`src/rtl/frame_buf_pkg.sv`:
```
// Shared constants for the camera/HDMI frame buffer arbiter.
// Write-FIFO entries are packed as {bank, pixel address, RGB pixel}.
package frame_buf_pkg;
   localparam int FRAME_PIXELS = 307200;
   localparam int ADDR_W       = 19;
   localparam int FIFO_AW      = 4;
   localparam int PIX_W        = 24;
   localparam int ENTRY_W      = 1 + ADDR_W + PIX_W;
endpackage

```
`src/rtl/fb_wr_fifo.sv`:
```
// Synchronous first-word-fall-through FIFO that queues camera writes.
// The head entry is visible on o_dout whenever o_empty is low.
module fb_wr_fifo
#(
   parameter int WIDTH = frame_buf_pkg::ENTRY_W,
   parameter int AW    = frame_buf_pkg::FIFO_AW
)(
   input  logic             clk,
   input  logic             rstn,
   input  logic             i_push,
   input  logic [WIDTH-1:0] i_din,
   input  logic             i_pop,
   output logic [WIDTH-1:0] o_dout,
   output logic             o_full,
   output logic             o_empty,
   output logic [AW:0]      o_count
);
   localparam logic [AW:0] DEPTH = (AW+1)'(1 << AW);

   logic [WIDTH-1:0] r_mem [1 << AW];
   logic [AW-1:0]    r_wr_ptr;
   logic [AW-1:0]    r_rd_ptr;
   logic [AW:0]      r_count;
   logic             w_push_ok;
   logic             w_pop_ok;

   assign o_full    = (r_count == DEPTH);
   assign o_empty   = (r_count == '0);
   assign o_count   = r_count;
   assign o_dout    = r_mem[r_rd_ptr];
   assign w_push_ok = i_push & ~o_full;
   assign w_pop_ok  = i_pop & ~o_empty;

   // NOTE: the storage array has no reset; resetting the pointers is enough to discard it.
   always_ff @(posedge clk) begin
      if (w_push_ok) r_mem[r_wr_ptr] <= i_din;
   end

   always_ff @(posedge clk or negedge rstn) begin
      if (!rstn) begin
         r_wr_ptr <= '0;
         r_rd_ptr <= '0;
         r_count  <= '0;
      end else begin
         if (w_push_ok) r_wr_ptr <= r_wr_ptr + 1'b1;
         if (w_pop_ok)  r_rd_ptr <= r_rd_ptr + 1'b1;
         case ({w_push_ok, w_pop_ok})
            2'b10:   r_count <= r_count + 1'b1;
            2'b01:   r_count <= r_count - 1'b1;
            default: r_count <= r_count;
         endcase
      end
   end
endmodule

```
`src/rtl/frame_buf_arbiter.sv`:
```
// Shares one single-port frame memory between a camera writer and an HDMI reader.
// Two banks are double-buffered; display reads always win, camera writes queue.
module frame_buf_arbiter
   import frame_buf_pkg::*;
#(
   parameter int FRAME_PIXELS = frame_buf_pkg::FRAME_PIXELS,
   parameter int ADDR_W       = frame_buf_pkg::ADDR_W,
   parameter int FIFO_AW      = frame_buf_pkg::FIFO_AW
)(
   input  logic              clk,
   input  logic              rstn,
   input  logic              cam_frame_start,
   input  logic              cam_wr_valid,
   input  logic [PIX_W-1:0]  cam_wr_data,
   output logic              cam_wr_ready,
   input  logic              disp_vsync,
   input  logic              disp_rd,
   output logic [PIX_W-1:0]  disp_data,
   output logic              disp_bank,
   output logic              mem_en,
   output logic              mem_we,
   output logic [ADDR_W:0]   mem_addr,
   output logic [PIX_W-1:0]  mem_wdata,
   input  logic [PIX_W-1:0]  mem_rdata,
   output logic              ovf_sticky,
   output logic [15:0]       drop_cnt
);
   localparam int              EW       = 1 + ADDR_W + PIX_W;
   localparam logic [ADDR_W-1:0] LAST_PIX = ADDR_W'(FRAME_PIXELS - 1);
   localparam logic [FIFO_AW:0]  DEPTH    = (FIFO_AW+1)'(1 << FIFO_AW);

   logic              r_disp_bank, r_cam_bank, r_pending, r_wr_done, r_vsync_d;
   logic              r_ovf, r_rd_pend, r_mem_en, r_mem_we;
   logic [ADDR_W-1:0] r_wr_addr, r_rd_addr;
   logic [ADDR_W:0]   r_mem_addr;
   logic [PIX_W-1:0]  r_mem_wdata, r_disp_data;
   logic [15:0]       r_drop_cnt;

   logic              w_fifo_full, w_fifo_empty;
   logic [FIFO_AW:0]  w_fifo_count;
   logic [EW-1:0]     w_fifo_din, w_fifo_dout;
   logic              w_push, w_pop, w_vs_fall, w_swap, w_new_disp_bank, w_last_push;

   // Pixels arriving after the frame's last address, or alongside a frame start, are discarded.
   assign w_push          = cam_wr_valid & ~w_fifo_full & ~r_wr_done & ~cam_frame_start;
   assign w_last_push     = w_push & (r_wr_addr == LAST_PIX);
   assign w_pop           = ~disp_rd & ~w_fifo_empty;
   assign w_fifo_din      = {r_cam_bank, r_wr_addr, cam_wr_data};
   assign w_vs_fall       = r_vsync_d & ~disp_vsync;
   assign w_swap          = w_vs_fall & r_pending;
   assign w_new_disp_bank = r_disp_bank ^ w_swap;

   assign cam_wr_ready = (w_fifo_count != DEPTH);
   assign disp_data    = r_disp_data;
   assign disp_bank    = r_disp_bank;
   assign mem_en       = r_mem_en;
   assign mem_we       = r_mem_we;
   assign mem_addr     = r_mem_addr;
   assign mem_wdata    = r_mem_wdata;
   assign ovf_sticky   = r_ovf;
   assign drop_cnt     = r_drop_cnt;

   fb_wr_fifo #(.WIDTH(EW), .AW(FIFO_AW)) u_wr_fifo (
      .clk     (clk),
      .rstn    (rstn),
      .i_push  (w_push),
      .i_din   (w_fifo_din),
      .i_pop   (w_pop),
      .o_dout  (w_fifo_dout),
      .o_full  (w_fifo_full),
      .o_empty (w_fifo_empty),
      .o_count (w_fifo_count)
   );

   // NOTE: sequential state uses non-blocking assignments so every flop sees pre-edge values.
   always_ff @(posedge clk or negedge rstn) begin
      if (!rstn) begin
         r_disp_bank <= 1'b0;
         r_cam_bank  <= 1'b1;
         r_pending   <= 1'b0;
         r_wr_done   <= 1'b0;
         r_vsync_d   <= 1'b0;
         r_ovf       <= 1'b0;
         r_wr_addr   <= '0;
         r_rd_addr   <= '0;
         r_drop_cnt  <= '0;
      end else begin
         r_vsync_d <= disp_vsync;
         if (w_swap) r_disp_bank <= ~r_disp_bank;

         if (w_vs_fall)   r_rd_addr <= '0;
         else if (disp_rd) r_rd_addr <= (r_rd_addr == LAST_PIX) ? '0 : r_rd_addr + 1'b1;

         // The swap is resolved first, so a coincident frame start targets the new back bank.
         if (cam_frame_start) begin
            r_wr_addr  <= '0;
            r_wr_done  <= 1'b0;
            r_cam_bank <= ~w_new_disp_bank;
            if (r_pending && !w_swap && r_drop_cnt != 16'hFFFF) r_drop_cnt <= r_drop_cnt + 1'b1;
         end else if (w_push) begin
            if (w_last_push) r_wr_done <= 1'b1;
            else             r_wr_addr <= r_wr_addr + 1'b1;
         end

         if (w_last_push)                  r_pending <= 1'b1;
         else if (cam_frame_start || w_swap) r_pending <= 1'b0;

         if (cam_wr_valid && w_fifo_full) r_ovf <= 1'b1;
      end
   end

   always_ff @(posedge clk or negedge rstn) begin
      if (!rstn) begin
         r_mem_en    <= 1'b0;
         r_mem_we    <= 1'b0;
         r_mem_addr  <= '0;
         r_mem_wdata <= '0;
         r_rd_pend   <= 1'b0;
         r_disp_data <= '0;
      end else begin
         r_mem_en <= disp_rd | ~w_fifo_empty;
         r_mem_we <= w_pop;
         if (disp_rd) begin
            r_mem_addr <= {r_disp_bank, r_rd_addr};
         end else if (!w_fifo_empty) begin
            r_mem_addr  <= w_fifo_dout[EW-1:PIX_W];
            r_mem_wdata <= w_fifo_dout[PIX_W-1:0];
         end
         r_rd_pend <= r_mem_en & ~r_mem_we;
         if (r_rd_pend) r_disp_data <= mem_rdata;
      end
   end
endmodule
```
`config.mk`:
```
export PLATFORM = sky130hd
export DESIGN_NAME = frame_buf_arbiter
export DESIGN_NICKNAME = d
export VERILOG_FILES = /design/src/rtl/frame_buf_pkg.sv /design/src/rtl/fb_wr_fifo.sv /design/src/rtl/frame_buf_arbiter.sv
export SDC_FILE = /design/constraint.sdc
export NUM_CORES = 1
export LEC_CHECK = 0
export CAP_MARGIN = 40
export CORE_MARGIN = 2
export CORE_UTILIZATION = 45
export CTS_CLUSTER_DIAMETER = 30
export DETAILED_ROUTE_END_ITERATION = 16
export SYNTH_ARGS = -nofsm -noshare
export SYNTH_HDL_FRONTEND = slang
export SYNTH_SLANG_ARGS = --single-unit
```
`constraint.sdc`:
```
create_clock -name clk -period 3.55 [get_ports clk]
set_clock_uncertainty 0.1 [all_clocks]
set_input_delay 0.355 -clock clk [delete_from_list [all_inputs] [get_ports clk]]
set_output_delay 0.355 -clock clk [all_outputs]
set_load 0.01 [all_outputs]
```
Word level (Yosys, flattened, before mapping). Memory sizes are Yosys's and may differ from the RTL's. Index checks and enable logic that the tools add are counted.

Flip-flop bits (word level): 144. Latch bits: 0. Bits in writable memories: 704. Memory bits (read-only): 0. Bits of input ports: 54. Output and inout port bits: 89. Logic and storage cells: 87. Memories kept: 1.

Memories: u_wr_fifo.r_mem (depth 16, width 44, rd ports 1, clocked after memory_dff 0, wr ports 1, RTL line fb_wr_fifo.sv:20) `logic [WIDTH-1:0] r_mem [1 << AW];`.

Add/sub/neg operators: 7. Multipliers: 0. Div/mod/pow operators: 0. Order comparisons: 0. Eq/ne operators: 9. Shifts and indexed selects: 0. Multiplexer cells: 16. Bitwise operators: 21. Reduce and logical (&&, ||, !) cells: 15.

Operators with widths (count): $mux W19 (6); $mux W20 (2); $add A19 B1 Y19 const B (2); $eq A19 B19 Y1 const B (2); $add A16 B1 Y16 const B (1); $ne A16 B16 Y1 const B (1); $and A1 B1 Y1 (10); $pmux W5 S2 (1); $reduce_bool A2 Y1 (5); $not A1 Y1 (9); $add A4 B1 Y4 const B (2); $reduce_and A2 Y1 (4); $mux W1 (7); $add A5 B1 Y5 const B (1); $eq A5 B5 Y1 const B (1); $logic_not A5 Y1 (1); $ne A5 B5 Y1 const B (1); $sub A5 B1 Y5 const B (1); $ne A2 B2 Y1 const B (2); $logic_and A1 B1 Y1 (3); $eq A2 B1 Y1 const B (1); $eq A2 B2 Y1 const B (1); $logic_not A1 Y1 (1); $logic_or A1 B1 Y1 (1); 2 further kinds (2).

Logic depth before layout (Yosys ltp).
Depth after elaboration: 9. Gate-level depth with buffers: 14. Gate-level depth less buffers: 11.

Modules after synthesis. Synthesis repeated with hierarchy kept, for this count alone.

Cell total of the unflattened synthesis: 1929. Area, all modules: 33901.3 um2.

By module, submodules not included: fb_wr_fifo (instances 1, cells each 1401, area an instance 27901.8 um2, seq. area each 21465.6 um2); frame_buf_arbiter (instances 1, cells each 528, area an instance 5999.5 um2, seq. area each 3279.4 um2).

Worst setup path before layout. OpenSTA, ideal clock, no wires.

Path type: reg-to-reg. Start: reg u_wr_fifo.r_count[2], in the netlist u_wr_fifo.o_count[2]. End: mem u_wr_fifo.r_mem[4][0] (netlist bit), enable pin. Setup time: 0.406 ns. Arrival: 2.511 ns. Data required time: 3.044 ns. Setup slack: 0.534 ns. Stages on the path, launching flop included: 7. Buffers on the path: 1. Period minus slack after synthesis: 3.016 ns. Path through: dfrtp_1 -> buf_2 -> nor4_4 -> a211oi_2 -> inv_1 -> nor3b_1 -> and2_1.

Word-level cells in the longest chain between the ends: 8.

Ends and longest elaborated chain: start: declaration (RTL line fb_wr_fifo.sv:23) `logic [AW:0] r_count;`; start signal: assignment (RTL line fb_wr_fifo.sv:48) `2'b10: r_count <= r_count + 1'b1;`; start signal: assignment (RTL line fb_wr_fifo.sv:49) `2'b01: r_count <= r_count - 1'b1;`; start signal: assignment (RTL line fb_wr_fifo.sv:50) `default: r_count <= r_count;`; $eq A5 B5 Y1 * (RTL line fb_wr_fifo.sv:27) `assign o_full = (r_count == DEPTH);`; $not A1 Y1 * (RTL line fb_wr_fifo.sv:31, frame_buf_arbiter.sv:45); $and A1 B1 Y1 (3 in a row) (RTL line frame_buf_arbiter.sv:45) `assign w_push = cam_wr_valid & ~w_fifo_full & ~r_wr_done & ~cam_frame_start;`; $and A1 B1 Y1 * (RTL line fb_wr_fifo.sv:31) `assign w_push_ok = i_push & ~o_full;`; $mux W1 * (RTL line fb_wr_fifo.sv:36) `if (w_push_ok) r_mem[r_wr_ptr] <= i_din;`; $mux W1 (implied by the code) * (RTL line fb_wr_fifo.sv:36); end: declaration (RTL line fb_wr_fifo.sv:20).

Mark *: on every way between the ends. The rest lies on a longest branch, timed or not.

Final worst setup path.
Start: reg u_wr_fifo.r_count[1], in the netlist u_wr_fifo.o_count[1]. End: reg u_wr_fifo.r_count[2], in the netlist u_wr_fifo.o_count[2].

Word-level cells in the longest chain between the ends: 8. Elaborated cells on any way between the ends: 16. Those cells by class: add/sub: 2; eq/ne: 3; mux: 1; bitwise: 8; reduce/logical: 2.

Ends and longest elaborated chain: $eq A5 B5 Y1 (RTL line fb_wr_fifo.sv:27); $not A1 Y1 (RTL line fb_wr_fifo.sv:31, frame_buf_arbiter.sv:45); $and A1 B1 Y1 (3 in a row) (RTL line frame_buf_arbiter.sv:45); $and A1 B1 Y1 (RTL line fb_wr_fifo.sv:31); $eq A2 B1 Y1 or $eq A2 B2 Y1 (tied branches) (RTL line fb_wr_fifo.sv:47) `case ({w_push_ok, w_pop_ok})`; $pmux W5 S2 or $reduce_bool A2 Y1 (tied branches).

Several ways; a longest one is shown, not always the timed one. A chain may end at the register's enable or synchronous reset.

==> results.ini <==
[power_and_ir_drop]
peakVddDrop_uv=569
leakage_nw=14.6
pwr_density_cell_mw_per_mm2=814

[grt]
grt_overflow=0
grt_max_degree=82
grt_usage_pct=20.5
grt_pass1_wl_um=115000
grt_pass1_vias=18200
antenna_found_initial=0

[sta]
worstMarginPinSlew_ns=0.857
fin_crit_sh_pct=81.1
holdWs_ns=0.0674
setup_viol=0
maxSlewHeadroom_pct=42.8
setup_tns_ns=0
slew_violations=0
fmax_ghz=0.347
period_minus_slack_ns=2.88
hold_viol_final=0
rsz0062_at_grt=false

[place]
gp_congestion=0.798
numPortBuffers=142
hpwl_um=46700

[synth]
synth.distinct_cells=65
synth_edf_count=704
synth_top_area_share_pct=63.6
synth_area_leader_cell=edfxtp_1
synth.avg_cell_area_sq_um=18.8
synth_adder_area_share_pct=0.414
synth_cells=1765
syn_area_sq_mm=0.0332
yosysWarningCount=0
synth-xor-area-share_pct=1.00
async_flop_share_pct=17.0
synth_nets=1830
ys_seq_area_share_pct=74.4
synth_top_family_by_area=multiplexers
ys.flop_type=edfxtp_1
synthMuxAreaShare_pct=14.6
synth_compound_area_share_pct=4.16
synth_area_leaders=edfxtp_1, dfrtp_1, mux4_2
ys_ff_latch=848
synth_simple_gate_area_share_pct=3.91

[finish]
final_common_cell=edfxtp_1
final_cell_mix=edfxtp_1, clkbuf_16, clkdlybuf4s50_1
drive_gt1_share_pct=26.2
nets=2120
fillers=5527
num_antenna_cells=0
areaGrowthSynthToFinish_pct=25.2

[clock_network]
cts-root-buf=clkbuf_16
cts.sinks=848
clk_pin_slew_ns=0.04
htree_levels=4
clk_latency_ns=0.71
cts_buffer_depth=3
numCtsBuffers=154
cts_tree=done
cts_setup_buffers=0

[floorplan]
rows=99
die_h_um=276
die-area_sq_mm=0.0761
die-width_um=276
start_util_pct=45.5
coreArea_sq_mm=0.0731
ios=143

[run_status]
outcome=finished clean

[worst_setup_path]
crit_family=simple AND/OR/NAND/NOR gates
crit_chain=nor4_4 > a211oi_2 > inv_1 > ha_1 > xor2_1 > ha_1 > a21oi_1 > xor2_1 > nor2_1 > xor2_1
crit_arrival_ns=3.33
cp_slowest_cell=nor4_4
slowest_delay_ns=0.56
critPathBufInv=1
worstSetupStartpoint=u_wr_fifo.o_count[1]
required_ns=4.00
critPathKind=reg2reg
crit_path_frequent_cell=xor2_1
regToRegStartpoint=u_wr_fifo.o_count[1]
startpoint_type=flip-flop
reg2reg_depth=10
r2r_end=u_wr_fifo.o_count[2]
worstSetupEndpointType=flip-flop
r2r_slack_ns=0.67
crit_fanout=8

[min_path]
hp-class=in2reg
holdCritStartpoint=disp_vsync
worst_hold_path.num_cells=1
holdPathEnd=r_vsync_d

[drt]
wirelength_um=76700
drtIter0Drc=1166
vias_per_cell=5.57
firstDrtPassIters=5
ant_nets=0
drt-wirelength-per-cell_um=24.4
vias=17500
drc=0

[flow_run]
drv_cap=0

## per-layer routing
layer  wire length, um  global-route usage [%]  part of all wire, %
met1             32600                    27.3                   43
met2             39600                    34.4                   52
met3              3000                    3.70                  3.9
met4              1470                    6.58                  1.9
met5                 0                       0                    0
## cells in the mapped netlist (2+ instances only)
cell,number
a211oi_1,6
a21o_1,4
a21oi_1,52
a22o_1,32
a22oi_1,29
a31oi_1,6
and2_1,20
and3_1,2
buf_1,6
buf_2,35
buf_6,3
clkbuf_1,46
dfrtp_1,143
edfxtp_1,704
ha_1,11
inv_1,18
mux2_2,68
mux2i_1,103
mux4_2,136
nand2_1,48
nand2b_1,7
nand3_1,24
nand3b_1,2
nand4_1,20
nand4b_1,3
nor2_1,37
nor2b_1,15
nor3_1,25
nor3b_1,3
nor4_1,8
o211ai_1,4
o21ai_0,15
o21ai_1,20
o22ai_1,19
o311ai_0,2
o31ai_1,8
o41ai_1,2
or3_1,11
or4_1,6
xnor2_1,16
xor2_1,22
## power by group
part	internal (mW)	total (mW)	switching [mW]
logic	3.39	7.03	3.64
registers	11.6	12.2	0.645
clock network	9.75	14.6	4.86
total	24.7	33.9	9.14
## kinds of logic (layout without fill, tap and decap cells)
| family | Yosys count | count (layout) |
|---|---|---|
| AO/OA/AOI/OAI | 209 | 209 |
| XOR/XNOR | 38 | 38 |
| adder cells (fa/ha/maj) | 11 | 11 |
| buffers and inverters | 111 | 532 |
| flip-flops | 848 | 848 |
| multiplexers | 307 | 307 |
| AND/OR/NAND/NOR | 241 | 241 |
## final cells by class
class                           instances  area [sq um]  share of cell area (%)
Clock buffer                          193          4220                    10.1
Clock inverter                         94          1070                    2.58
Inverter                               20          77.6                   0.186
Multi-Input combinational cell        806          8040                    19.3
Sequential cell                       848         24800                    59.5
Tap cell                              959          1200                    2.88
Timing Repair Buffer                  225          2270                    5.45
## per-stage QoR
step                      worst slack (ns)  instances  util [%]  power, mW  cell area (sq um)
after detailed placement             0.551       2857      49.7       19.6              36300
after floorplan                      0.534       1765         -       16.8              33200
after global routing                 0.387       3145      57.0       35.1              41600
final                                0.670       3145      57.0       33.9              41600
after global placement               0.555       2854      49.7       19.5              36300
after CTS                            0.644       3145      57.0       34.3              41600
## flip-flops by register name, indices dropped and copies added, names as in the netlist, 4 cells and up
signal and count:
disp_data 24, mem_wdata 24, u_wr_fifo.o_count 5, u_wr_fifo.r_rd_ptr 4, r_rd_addr 19, u_wr_fifo.r_mem 704
u_wr_fifo.r_wr_ptr 4, r_wr_addr 19, mem_addr 20, drop_cnt 16
## timing repair
| item | CTS | global route |
|---|---|---|
| hold buffers | 1 | 0 |
| endpoints found under the hold margin | 79 | 0 |
| gates resized for setup | 0 | 0 |
## worst max path at each step
stage                             endpoint  slack [ns]  cells after the start
detailed placement  u_wr_fifo.r_mem[6][30]        0.55                      7
CTS                   u_wr_fifo.o_count[2]        0.64                     10
floorplan            u_wr_fifo.r_mem[4][0]        0.53                      6
global placement    u_wr_fifo.r_mem[6][38]        0.56                      7
global route          u_wr_fifo.o_count[2]        0.39                     10
finish                u_wr_fifo.o_count[2]        0.67                     10
(Power assumes the default switching activity.)
